<file path="config.mk">
export PLATFORM = sky130hd
export DESIGN_NAME = uart_reg_slave
export DESIGN_NICKNAME = d
export VERILOG_FILES = /design/src/rtl/uart_reg_slave.sv
export SDC_FILE = /design/constraint.sdc
export NUM_CORES = 1
export LEC_CHECK = 0
export ABC_AREA = 0
export CAP_MARGIN = 20
export CELL_PAD_IN_SITES_DETAIL_PLACEMENT = 1
export CELL_PAD_IN_SITES_GLOBAL_PLACEMENT = 2
export CORE_MARGIN = 2
export CORE_UTILIZATION = 39
export DETAILED_ROUTE_END_ITERATION = 8
export MAX_ROUTING_LAYER = met4
export PLACE_DENSITY_LB_ADDON = 0.1
export SKIP_LAST_GASP = 1
export SLEW_MARGIN = 20
export SYNTH_ARGS = -nofsm -noshare
export SYNTH_HDL_FRONTEND = slang
export SYNTH_SLANG_ARGS = --single-unit
</file>
<file path="constraint.sdc">
create_clock -name clk -period 3.3 [get_ports clk]
set_input_delay 0.33 -clock clk [delete_from_list [all_inputs] [get_ports clk]]
set_output_delay 0.33 -clock clk [all_outputs]
set_load 0.02 [all_outputs]
</file>
<file path="src/rtl/uart_reg_slave.sv">
// UART command responder: decodes write/read command frames from the host master,
// drives a simple register port and returns read data as a UART frame.
module uart_reg_slave #(
    parameter int unsigned BR           = 434,
    parameter int unsigned TURN_BITS    = 2,
    parameter int unsigned TIMEOUT_BITS = 16
) (
    input  logic       clk,
    input  logic       rst,
    input  logic       rx,
    output logic       tx,
    output logic       wr_en,
    output logic [6:0] wr_addr,
    output logic [7:0] wr_data,
    output logic       rd_en,
    output logic [6:0] rd_addr,
    input  logic [7:0] rd_data,
    output logic       err
);

    localparam int unsigned HALF     = BR / 2;
    localparam int unsigned TURN_CYC = TURN_BITS * BR;
    localparam int unsigned TMO_CYC  = TIMEOUT_BITS * BR;
    localparam int unsigned CMAX     = (TURN_CYC > BR) ? TURN_CYC : BR;
    localparam int          CW       = $clog2(CMAX + 1);
    localparam int          TW       = $clog2(TMO_CYC + 2);

    typedef enum logic [2:0] {
        S_IDLE,
        S_RX_START,
        S_RX_DATA,
        S_RX_PAR,
        S_RX_STOP,
        S_WAIT2,
        S_TURN,
        S_TX
    } state_t;

    state_t          state_q;
    logic            rx_meta_q, rx_s_q, rx_prev_q;
    logic [CW-1:0]   cnt_q;
    logic [TW-1:0]   tmo_q;
    logic [TW-1:0]   tmo_d;
    logic [2:0]      bit_q;
    logic [3:0]      tx_idx_q;
    logic [3:0]      tx_idx_d;
    logic [7:0]      shift_q;
    logic            par_q;
    logic            second_q;
    logic [6:0]      addr_q;
    logic            rd_dly_q;
    logic [7:0]      txbuf_q;
    logic            tx_q, wr_en_q, rd_en_q, err_q;
    logic [6:0]      wr_addr_q, rd_addr_q;
    logic [7:0]      wr_data_q;
    logic [10:0]     frame_d;
    logic            start_det;
    logic            frame_ok;

    always_ff @(posedge clk or posedge rst) begin
        if (rst) begin
            rx_meta_q <= 1'b1;
            rx_s_q    <= 1'b1;
            rx_prev_q <= 1'b1;
        end else begin
            rx_meta_q <= rx;
            rx_s_q    <= rx_meta_q;
            rx_prev_q <= rx_s_q;
        end
    end

    assign start_det = rx_prev_q & ~rx_s_q;
    assign frame_ok  = ((^shift_q) == par_q) && rx_s_q;
    assign frame_d   = {1'b1, ^txbuf_q, txbuf_q, 1'b0};
    assign tx_idx_d  = tx_idx_q + 4'd1;
    // Saturates so a glitch late in the second-frame wait cannot wrap the timeout.
    assign tmo_d     = (tmo_q < TW'(TMO_CYC)) ? tmo_q + TW'(1) : tmo_q;

    always_ff @(posedge clk or posedge rst) begin
        if (rst) begin
            state_q   <= S_IDLE;
            cnt_q     <= '0;
            tmo_q     <= '0;
            bit_q     <= '0;
            tx_idx_q  <= '0;
            shift_q   <= '0;
            par_q     <= 1'b0;
            second_q  <= 1'b0;
            addr_q    <= '0;
            rd_dly_q  <= 1'b0;
            txbuf_q   <= '0;
            tx_q      <= 1'b1;
            wr_en_q   <= 1'b0;
            rd_en_q   <= 1'b0;
            err_q     <= 1'b0;
            wr_addr_q <= '0;
            wr_data_q <= '0;
            rd_addr_q <= '0;
        end else begin
            wr_en_q  <= 1'b0;
            rd_en_q  <= 1'b0;
            err_q    <= 1'b0;
            rd_dly_q <= rd_en_q;
            if (rd_dly_q) begin
                txbuf_q <= rd_data;
            end

            case (state_q)
                S_IDLE: begin
                    if (start_det) begin
                        state_q <= S_RX_START;
                        cnt_q   <= '0;
                    end
                end

                S_WAIT2: begin
                    tmo_q <= tmo_d;
                    if (start_det) begin
                        state_q <= S_RX_START;
                        cnt_q   <= '0;
                    end else if (tmo_q >= TW'(TMO_CYC - 1)) begin
                        err_q    <= 1'b1;
                        second_q <= 1'b0;
                        state_q  <= S_IDLE;
                    end
                end

                S_RX_START: begin
                    tmo_q <= tmo_d;
                    if (cnt_q == CW'(HALF - 1)) begin
                        cnt_q <= '0;
                        if (rx_s_q) begin
                            state_q <= second_q ? S_WAIT2 : S_IDLE;
                        end else begin
                            state_q <= S_RX_DATA;
                            bit_q   <= '0;
                        end
                    end else begin
                        cnt_q <= cnt_q + CW'(1);
                    end
                end

                S_RX_DATA: begin
                    if (cnt_q == CW'(BR - 1)) begin
                        cnt_q   <= '0;
                        shift_q <= {rx_s_q, shift_q[7:1]};
                        bit_q   <= bit_q + 3'd1;
                        if (bit_q == 3'd7) begin
                            state_q <= S_RX_PAR;
                        end
                    end else begin
                        cnt_q <= cnt_q + CW'(1);
                    end
                end

                S_RX_PAR: begin
                    if (cnt_q == CW'(BR - 1)) begin
                        cnt_q   <= '0;
                        par_q   <= rx_s_q;
                        state_q <= S_RX_STOP;
                    end else begin
                        cnt_q <= cnt_q + CW'(1);
                    end
                end

                S_RX_STOP: begin
                    if (cnt_q == CW'(BR - 1)) begin
                        cnt_q <= '0;
                        if (!frame_ok) begin
                            err_q    <= 1'b1;
                            second_q <= 1'b0;
                            state_q  <= S_IDLE;
                        end else if (second_q) begin
                            wr_en_q   <= 1'b1;
                            wr_addr_q <= addr_q;
                            wr_data_q <= shift_q;
                            second_q  <= 1'b0;
                            state_q   <= S_IDLE;
                        end else if (shift_q[7]) begin
                            addr_q   <= shift_q[6:0];
                            second_q <= 1'b1;
                            tmo_q    <= '0;
                            state_q  <= S_WAIT2;
                        end else begin
                            rd_addr_q <= shift_q[6:0];
                            rd_en_q   <= 1'b1;
                            state_q   <= S_TURN;
                        end
                    end else begin
                        cnt_q <= cnt_q + CW'(1);
                    end
                end

                S_TURN: begin
                    if (cnt_q == CW'(TURN_CYC)) begin
                        cnt_q    <= '0;
                        tx_q     <= 1'b0;
                        tx_idx_q <= '0;
                        state_q  <= S_TX;
                    end else begin
                        cnt_q <= cnt_q + CW'(1);
                    end
                end

                S_TX: begin
                    if (cnt_q == CW'(BR - 1)) begin
                        cnt_q <= '0;
                        if (tx_idx_q == 4'd10) begin
                            tx_q    <= 1'b1;
                            state_q <= S_IDLE;
                        end else begin
                            tx_idx_q <= tx_idx_d;
                            tx_q     <= frame_d[tx_idx_d];
                        end
                    end else begin
                        cnt_q <= cnt_q + CW'(1);
                    end
                end

                default: state_q <= S_IDLE;
            endcase
        end
    end

    assign tx      = tx_q;
    assign wr_en   = wr_en_q;
    assign wr_addr = wr_addr_q;
    assign wr_data = wr_data_q;
    assign rd_en   = rd_en_q;
    assign rd_addr = rd_addr_q;
    assign err     = err_q;

endmodule
</file>
* Word level (Yosys, flattened, before mapping)
Cells that the tools add are included.
** Word-level totals
- Flip-flop bits (word level) :: 88
- Output and inout port bits :: 26
- Word-level logic and storage cells :: 149
** Operators by class
- $add $sub $neg :: 4
- Order comparisons :: 3
- Equality and inequality tests :: 32
- Muxes and demuxes :: 63
- Bitwise operators :: 4
- Reduce and logical (&&, ||, !) cells :: 22
** Operators by type and width (count)
- two-way mux 13 bit :: 5
- two-way mux 3 bit :: 18
- two-way mux 10 bit :: 4
- case mux 10 bit (4 select lines) :: 1
- != test 2 bit, second input constant :: 16
- case mux 13 bit (2 select lines) :: 1
- case mux 3 bit (8 select lines) :: 1
- two-way mux 1 bit :: 23
- AND reduction 4 bit :: 4
- parity 8 bit :: 2
- equality test 3 bit, second input constant :: 5
- adder 13 x 1 -> 13 bit, second input constant :: 1
- >= comparator 13 bit, second input constant :: 1
- < comparator 13 bit, second input constant :: 1
- two-way mux 4 bit :: 3
- adder 10 x 1 -> 10 bit, second input constant :: 1
- equality test 10 bit, second input constant :: 1
- equality test 10 x 8 -> 1 bit, second input constant :: 1
- equality test 10 x 9 -> 1 bit, second input constant :: 1
- AND reduction 10 bit :: 1
- AND reduction 5 bit :: 2
- case mux 4 bit (2 select lines) :: 1
- nonzero test 2 bit :: 4
- equality test 3 x 2 -> 1 bit, second input constant :: 2
- other kinds (21) :: 28

* Depth between registers and ports, before layout
Gate-level depths: netlist of run 1.
- Depth after elaboration :: 6
- Gate-level depth with buffers :: 9

* Worst setup path before layout of run 1
No wires, ideal clock.
- Path type :: register to register
- From :: register cnt_q[0]
- To :: register bit_q[0]
- Library setup time :: 0.125 ns
- Arrival :: 2.022 ns
- Required time :: 3.175 ns
- Path slack :: 1.153 ns
- Stages on the path, launching flop included :: 9
- Buffers on the path :: 0
- Cell sequence :: dfrtp_1 > inv_1 > ha_1 > nand4_1 > or4b_1 > nor4_1 > a31oi_1 > or2_2 > mux2_2
** Between the ends
- Cells in the longest elaborated chain, start to end :: 3
- Elaborated cells on any way between the ends :: 5
** RTL lines
- from (decl) :: line 41 : logic [CW-1:0] cnt_q;
- from (signal assigned) :: line 139 : cnt_q <= cnt_q + CW'(1);
- from (signal assigned) :: line 152 : cnt_q <= cnt_q + CW'(1);
- from (signal assigned) :: line 162 : cnt_q <= cnt_q + CW'(1);
- equality test 10 x 9 -> 1 bit / equality test 10 x 8 -> 1 bit (equally long branches) :: line 144, 130
- != test 2 bit (no source line)
- AND reduction 4 bit (no source line) *
- to (signal assigned) :: line 147 : bit_q <= bit_q + 3'd1;
- to (decl) :: line 44 : logic [2:0] bit_q;
Mark *: on every way between the ends. The rest lies on a longest branch, timed or not.
A chain may end at the register's enable or synchronous reset.

* Final worst setup path of run 1
- From :: register cnt_q[1]
- To :: register rd_addr_q[2], in the netlist rd_addr[2]
** Between the ends
- Cells in the longest elaborated chain, start to end :: 2
** RTL lines
- equality test 10 x 9 -> 1 bit :: line 167 : if (cnt_q == CW'(BR - 1)) begin
- AND reduction 5 bit (no source line)
- to (signal assigned) :: line 185 : rd_addr_q <= shift_q[6:0];
- to (decl) :: line 54 : logic [6:0] wr_addr_q, rd_addr_q;
No other way between the ends.

==> qor.yml, run 1 <==
run_status:
  status: "completed"
layout:
  fillers: 1178
  synthToLayoutAreaGrowth_pct: 16.2
  diodes: 0
  drive_gt1_frac: 0.192
  finalNonFillerCells: 572
  final_nets: 446
placement:
  gp_congestion: 0.743
  place_ws_ns: 0.772
  dpl.hpwl_um: 6710
  dp_cells: 556
  port_buffers: 36
route:
  wl_per_cell_um: 16.8
  wl_um: 9580
  vias_per_cell: 5.38
  vias: 3076
  drt_iter0_drc: 100
  drt_pass1_iterations: 4
  antenna_left: 0
  drc: 0
clock_tree:
  clk_pin_slew_ns: 0.09
  cts_setup_buffers: 0
  htree_levels: 3
  clock_path_buffers: 2
  cts.sinks: 88
  clkLatencyLatePin_ns: 0.38
  post_cts_resized: 0
  cts_root_buf: "clkbuf_8"
  cts_buffers: 9
  ctsHoldBuffers: 0
  cts_tree: "done"
sta:
  finClkSkew_ns: 0.0132
  hold_viol_final: 0
  drv_slew: 0
  fin_crit_ns: 2.52
  maxSlewHeadroom: 0.383
  rsz0062_at_grt: "no"
  finalCritPeriodShare: 0.765
  setup_ws_ns: 0.776
  setup_viol: 0
  setup_tns_ns: 0
  fmax_mhz: 396
  holdWs_ns: 0.353
  worst_pin_slew_ns: 0.925
floorplanning:
  io_pins: 37
  initial_core_util: 0.401
  die_x_um: 110
  dieArea_mm2: 0.0120
  num_rows: 38
  die_y_um: 110
  coreArea_mm2: 0.0108
min_path:
  hp-class: "in2reg"
grt:
  grt_pass1_wl_um: 16500
  grtUsageTotal: 0.185
  overflow: 0
  grt_start_max_net_pins: 52
  grt_pass1_vias: 3304
  grt_antenna_before_repair: 0
power:
  ir_drop_v: 0.000388
  leakage_nw: 2.23
  power_density_mw_per_mm2: 492
logic_synthesis:
  synth_top_area_share: 0.483
  ys_seq_area_frac: 0.507
  yosysTopAreaCell: "dfrtp_1"
  post_synth_instance_area_mm2: 0.00435
  ys_warn_count: 0
  synth-seq-cells: 88
  avgSynthCellArea_um2: 11.2
  synth-edff-count: 0
  syn_inst: 387
  synth_flop_cell: "dfrtp_1"
  synth_nets: 406
  yosys-top-cells-area: "dfrtp_1 (48%), mux2_2 (9.8%), mux2_4 (3.5%)"
  async_flop_share: 1.00
  synth.distinct_cells: 56
setup_path:
  crit_required_ns: 3.57
  end_kind: "flip-flop"
  worst_path_most_repeated_cell: "and3b_1"
  max_stage_delay_ns: 0.48
  startpoint_type: "flip-flop"
  cp_slowest_cell: "and3b_1"
  crit_type: "reg2reg"
  arrival_ns: 2.79
  path_max_fanout: 8
  critical_path.cell_chain: "inv_1, ha_1, and3b_1, nand3_1, nor2_1, and3b_1, mux2_2"
flow_run:
  drv_cap: 0
[path summary, 6_finish.rpt]
kind / start / endpoint / slack, ns / depth (start not counted)
worst max-delay path: cnt_q[1] / rd_addr[2] / 0.78 / 7
min in group asynchronous: rst / err / 0.36 / 2
max in group asynchronous: rst / wr_addr[0] / 2.24 / 3
worst max register to register: cnt_q[1] / rd_addr[2] / 0.78 / 7
worst min-delay path: rx / rx_meta_q / 0.35 / 1
worst min register to register: rx_meta_q / rx_s_q / 0.37 / 0
[cells in the mapped netlist, drive strengths merged, types with 2 or more instances]
library cell and n:
xnor2 16, nor3b 2, xor2 5, o2111ai 2
nand2b 4, mux2 48, nor4b 2, dfrtp 84
nor4 2, nor3 10, dfstp 4, and2 4
nor2b 2, nand3 21, o31ai 5, nand3b 2
ha 8, nor2 28, inv 10, buf 4
a21oi 11, mux2i 4, a22o 3, or3 3
and3b 4, clkbuf 10, a311oi 2, o211ai 2
nand2 27, a31oi 6, o311a 2, and3 3
o21ai 22, nand4 6, or2 3
[where the power goes]
group | switching (mW) | leakage (nW) | internal, mW
registers | 0.121 | 1.20 | 1.15
logic | 0.321 | 0.954 | 0.211
clock network | 0.403 | 0.0805 | 0.281
[registers in the layout (all words and copies together), names as in the netlist, 4 cells and up]
name	flops
wr_data	8
tx_idx_q	4
addr_q	7
wr_addr	7
tmo_q	13
cnt_q	10
txbuf_q	8
shift_q	8
rd_addr	7
[layout make-up]
cell class                 count  area, um^2  area share
timing repair buffer          43         425      0.0841
tap                          140         175      0.0346
clock inverter                 5        41.3     0.00816
clock buffer                  11         131      0.0260
multi-input combinational    275        2040       0.403
inverter                      10        38.8     0.00767
sequential                    88        2210       0.436
[cells in the final DEF, fill, tap and decap left out, types with 4 or more instances in the layout]
| cell type | instances |
|---|---|
| a21oi_1 | 11 |
| a31oi_1 | 6 |
| and2_1 | 4 |
| and3b_1 | 4 |
| buf_4 | 6 |
| clkbuf_8 | 9 |
| clkdlybuf4s50_1 | 36 |
| dfrtp_1 | 84 |
| dfstp_2 | 4 |
| ha_1 | 8 |
| inv_1 | 9 |
| mux2_2 | 38 |
| mux2_4 | 10 |
| mux2i_1 | 4 |
| nand2_1 | 27 |
| nand2b_1 | 4 |
| nand3_1 | 20 |
| nand4_1 | 6 |
| nor2_1 | 28 |
| nor3_1 | 10 |
| o21ai_0 | 22 |
| o31ai_1 | 5 |
| xnor2_1 | 14 |
| xor2_1 | 5 |
[critical path, delay by kind of cell, from the launching register on]
family | cells | cell delay, ns
simple gates | 4 | 1.38
flops | 1 | 0.42
mux | 1 | 0.38
fa+ha+maj | 1 | 0.14
buf+inv | 1 | 0.11
[kinds of logic after synthesis]
logic type,Yosys count,share of synthesized area
and+or+nand+nor,128,0.156
DFF,88,0.507
AOI/OAI and AO/OA,65,0.0969
muxes,53,0.147
buffers and inverters,24,0.0242
xor gates and xnor gates,21,0.0457
adders and majority gates,8,0.0230
[metrics by stage]
| stage | instance area [um^2] | total power, mW | util |
|---|---|---|---|
| 2_1_floorplan | 4350 | 1.65 | - |
| 3_3_place_gp | 4890 | 1.81 | 0.451 |
| 3_5_place_dp | 4890 | 1.84 | 0.451 |
| 4_1_cts | 5060 | 2.55 | 0.467 |
| 5_1_grt | 5060 | 2.68 | 0.467 |
| 6_report | 5060 | 2.49 | 0.467 |
[metal layers]
metal	wire length, um	vias to the layer above	GRT usage
met5	0	-	-
met4	91	0	0.0479
met3	289	6	0.0616
met2	4550	32	0.286
met1	4650	1555	0.235
li1	-	1483	-
No activity file was read; power rests on OpenSTA's default activity.
==> run 2: changes to the inputs <==
--- a/config.mk
+++ b/config.mk
@@ -10,7 +10,7 @@
 export CELL_PAD_IN_SITES_DETAIL_PLACEMENT = 1
 export CELL_PAD_IN_SITES_GLOBAL_PLACEMENT = 2
 export CORE_MARGIN = 2
-export CORE_UTILIZATION = 39
+export CORE_UTILIZATION = 35
 export DETAILED_ROUTE_END_ITERATION = 8
 export MAX_ROUTING_LAYER = met4
 export PLACE_DENSITY_LB_ADDON = 0.1
==> constraint.sdc (replaced) <==
create_clock -name clk -period 2.1 [get_ports clk]
set_input_delay 0.21 -clock clk [delete_from_list [all_inputs] [get_ports clk]]
set_output_delay 0.21 -clock clk [all_outputs]
set_load 0.02 [all_outputs]
==> run 2 against run 1 <==
Against the previous run:
- the run now ends with setup timing left
- routed wire length rose by 11%
- combinational power rose by 140%
- register-to-register slack got worse by 0.79 ns
- critical endpoint is now bit_q[0]
- maximum frequency rose by 19%
==> qor.yml, run 2 (same netlist as run 1, synthesis figures left out) <==
run_status:
  status: "complete, but fails checks"
  violations: "setup timing"
power:
  power_density_mw_per_mm2: 818
  switchingPower_mw: 1.58
  p_clk_frac: 0.323
  seq_power_share: 0.405
  p_comb_frac: 0.272
  fin_total_pwr_mw: 4.76
  leakage_nw: 2.57
  swShare: 0.331
  intPower_mw: 3.18
  ir_drop_v: 0.000530
clock_tree:
  cts_buffers: 9
  cts_root_buf: "clkbuf_16"
  htree_levels: 3
  ctsHoldBuffers: 0
  cts_tree: "done"
  clock_path_buffers: 2
  clkLatencyLatePin_ns: 0.35
  cts.sinks: 88
  clk_pin_slew_ns: 0.07
sta:
  worst_pin_slew_ns: 0.457
  hold_viol_final: 0
  setup_tns_ns: -0.0159
  finalCritPeriodShare: 1.01
  fin_crit_ns: 2.12
  drv_slew: 0
  rsz0062_at_grt: "yes"
  setup_viol: 1
  setup_ws_ns: -0.0159
  fmax_mhz: 473
  maxSlewHeadroom: 0.695
  finClkSkew_ns: 0.00888
setup_path:
  cp_slowest_cell: "or4b_4"
  path_max_fanout: 3
  arrival_ns: 2.36
  max_stage_delay_ns: 0.56
  critical_path.cell_chain: "inv_2, ha_4, nand4_1, or4b_4, nor4_4, a31oi_1, or2_4, mux2_4"
  cp_top_family: "simple AND/OR/NAND/NOR gates"
  end_kind: "flip-flop"
  crit_type: "reg2reg"
  crit_required_ns: 2.34
  startpoint_type: "flip-flop"
  critPathBufInv: 1
  reg2reg_slack_ns: -0.02
route:
  antenna_left: 0
  wl_per_cell_um: 16.3
  drc: 0
  wl_um: 10600
  vias: 3294
  drt_iter0_drc: 103
  drt_pass1_iterations: 4
  vias_per_cell: 5.06
grt:
  grt_start_max_net_pins: 42
  grt_antenna_before_repair: 0
  grtUsageTotal: 0.178
  gr-usage-met3: 0.0282
  grt_pass1_vias: 3550
  overflow: 0
  busiest_layer: "met2"
  met1_usage: 0.227
  grt_pass1_wl_um: 17800
  use_met2: 0.283
floorplanning:
  initial_core_util: 0.361
  io_pins: 37
  die_x_um: 116
  coreArea_mm2: 0.0121
  die_y_um: 116
  dieArea_mm2: 0.0133
  num_rows: 40
layout:
  diodes: 0
  layout_common_cells: "dfrtp_1 (84), buf_4 (48), mux2_2 (37), clkdlybuf4s50_1 (36), nand2_1 (26)"
  drive_gt1_frac: 0.329
  largest_register_ffs: 13
  top_register: "tmo_q"
  reg_top3: "tmo_q x13, cnt_q x10"
  synthToLayoutAreaGrowth_pct: 33.6
  fillers: 1289
  layout_commonest_cell: "dfrtp_1"
  final_nets: 497
placement:
  gp_congestion: 0.795
  port_buffers: 36
  dpl.hpwl_um: 7600
  place_ws_ns: -0.182
flow_run:
  drv_cap: 0
min_path:
  hp-class: "in2async"
[run 2: changes by cell type in the layout (fill, tap and decap cells not counted), moves of 3 or more]
cell / change
buf_4: +42
o21ai_1: +4
o21ai_0: -4
clkbuf_8: -9
nor3_1: -3
nor2_1: -3
buf_6: +4
clkbuf_16: +9
buf_12: +5
[run 2: worst register-to-register path: cells and delay by family (launching register included)]
family                   cells  cell delay (ns)
multiplexers                 1             0.25
buffers and inverters        1             0.09
flip-flops                   1             0.39
AND/OR/NAND/NOR              4             1.06
AO/OA/AOI/OAI                1             0.06
adder cells (fa/ha/maj)      1             0.14
[run 2: timing repair]
item / in CTS / in global routing
resized for setup: 15 / 25
endpoints found under the hold margin: 0 / 0
gates cloned: 1 / 0
endpoints found under the setup margin: 45 / 61
pin swaps: 2 / 7
buffers inserted: 1 / 5
[run 2: metal layers]
metal | up-vias | share of wire
met1 | 1661 | 0.48
li1 | 1594 | -
met5 | - | 0
met2 | 27 | 0.49
met3 | 12 | 0.019
met4 | 0 | 0.018
[run 2: stage by stage]
step	cell area, um^2	utilization	cells	hold slack, ns
finish	5810	0.482	651	0.182
global route	5810	0.482	651	0.212
CTS	5680	0.471	646	0.181
detailed placement	5320	0.441	628	0.355
global placement	5320	0.441	628	0.347
floorplan	4360	-	387	0.214
[run 2: path summary, 6_finish.rpt]
check,to,depth (start not counted),start
worst max-delay path,bit_q[0],8,cnt_q[1]
worst min-delay path,wr_addr[5],2,rst
worst max register to register,bit_q[0],8,cnt_q[1]
worst min register to register,rx_s_q,0,rx_meta_q
max in group asynchronous,txbuf_q[1],3,rst
min in group clk,rx_meta_q,1,rx
[run 2: power groups by stage]
stage	registers [mW]	logic, mW	clock network, mW
after floorplan	1.94	0.663	0
after global placement	1.95	1.08	0
after detailed placement	1.95	1.12	0
after CTS	1.92	1.19	1.58
after global routing	1.95	1.44	1.66
final	1.93	1.30	1.54
[run 2: layout make-up]
cell class	instances	area (um^2)	area share
sequential	88	2210	0.380
multi-input combinational	275	2190	0.377
timing repair buffer	94	886	0.152
clock buffer	9	225	0.0387
tap	168	210	0.0362
clock inverter	7	53.8	0.00925
inverter	10	41.3	0.00710
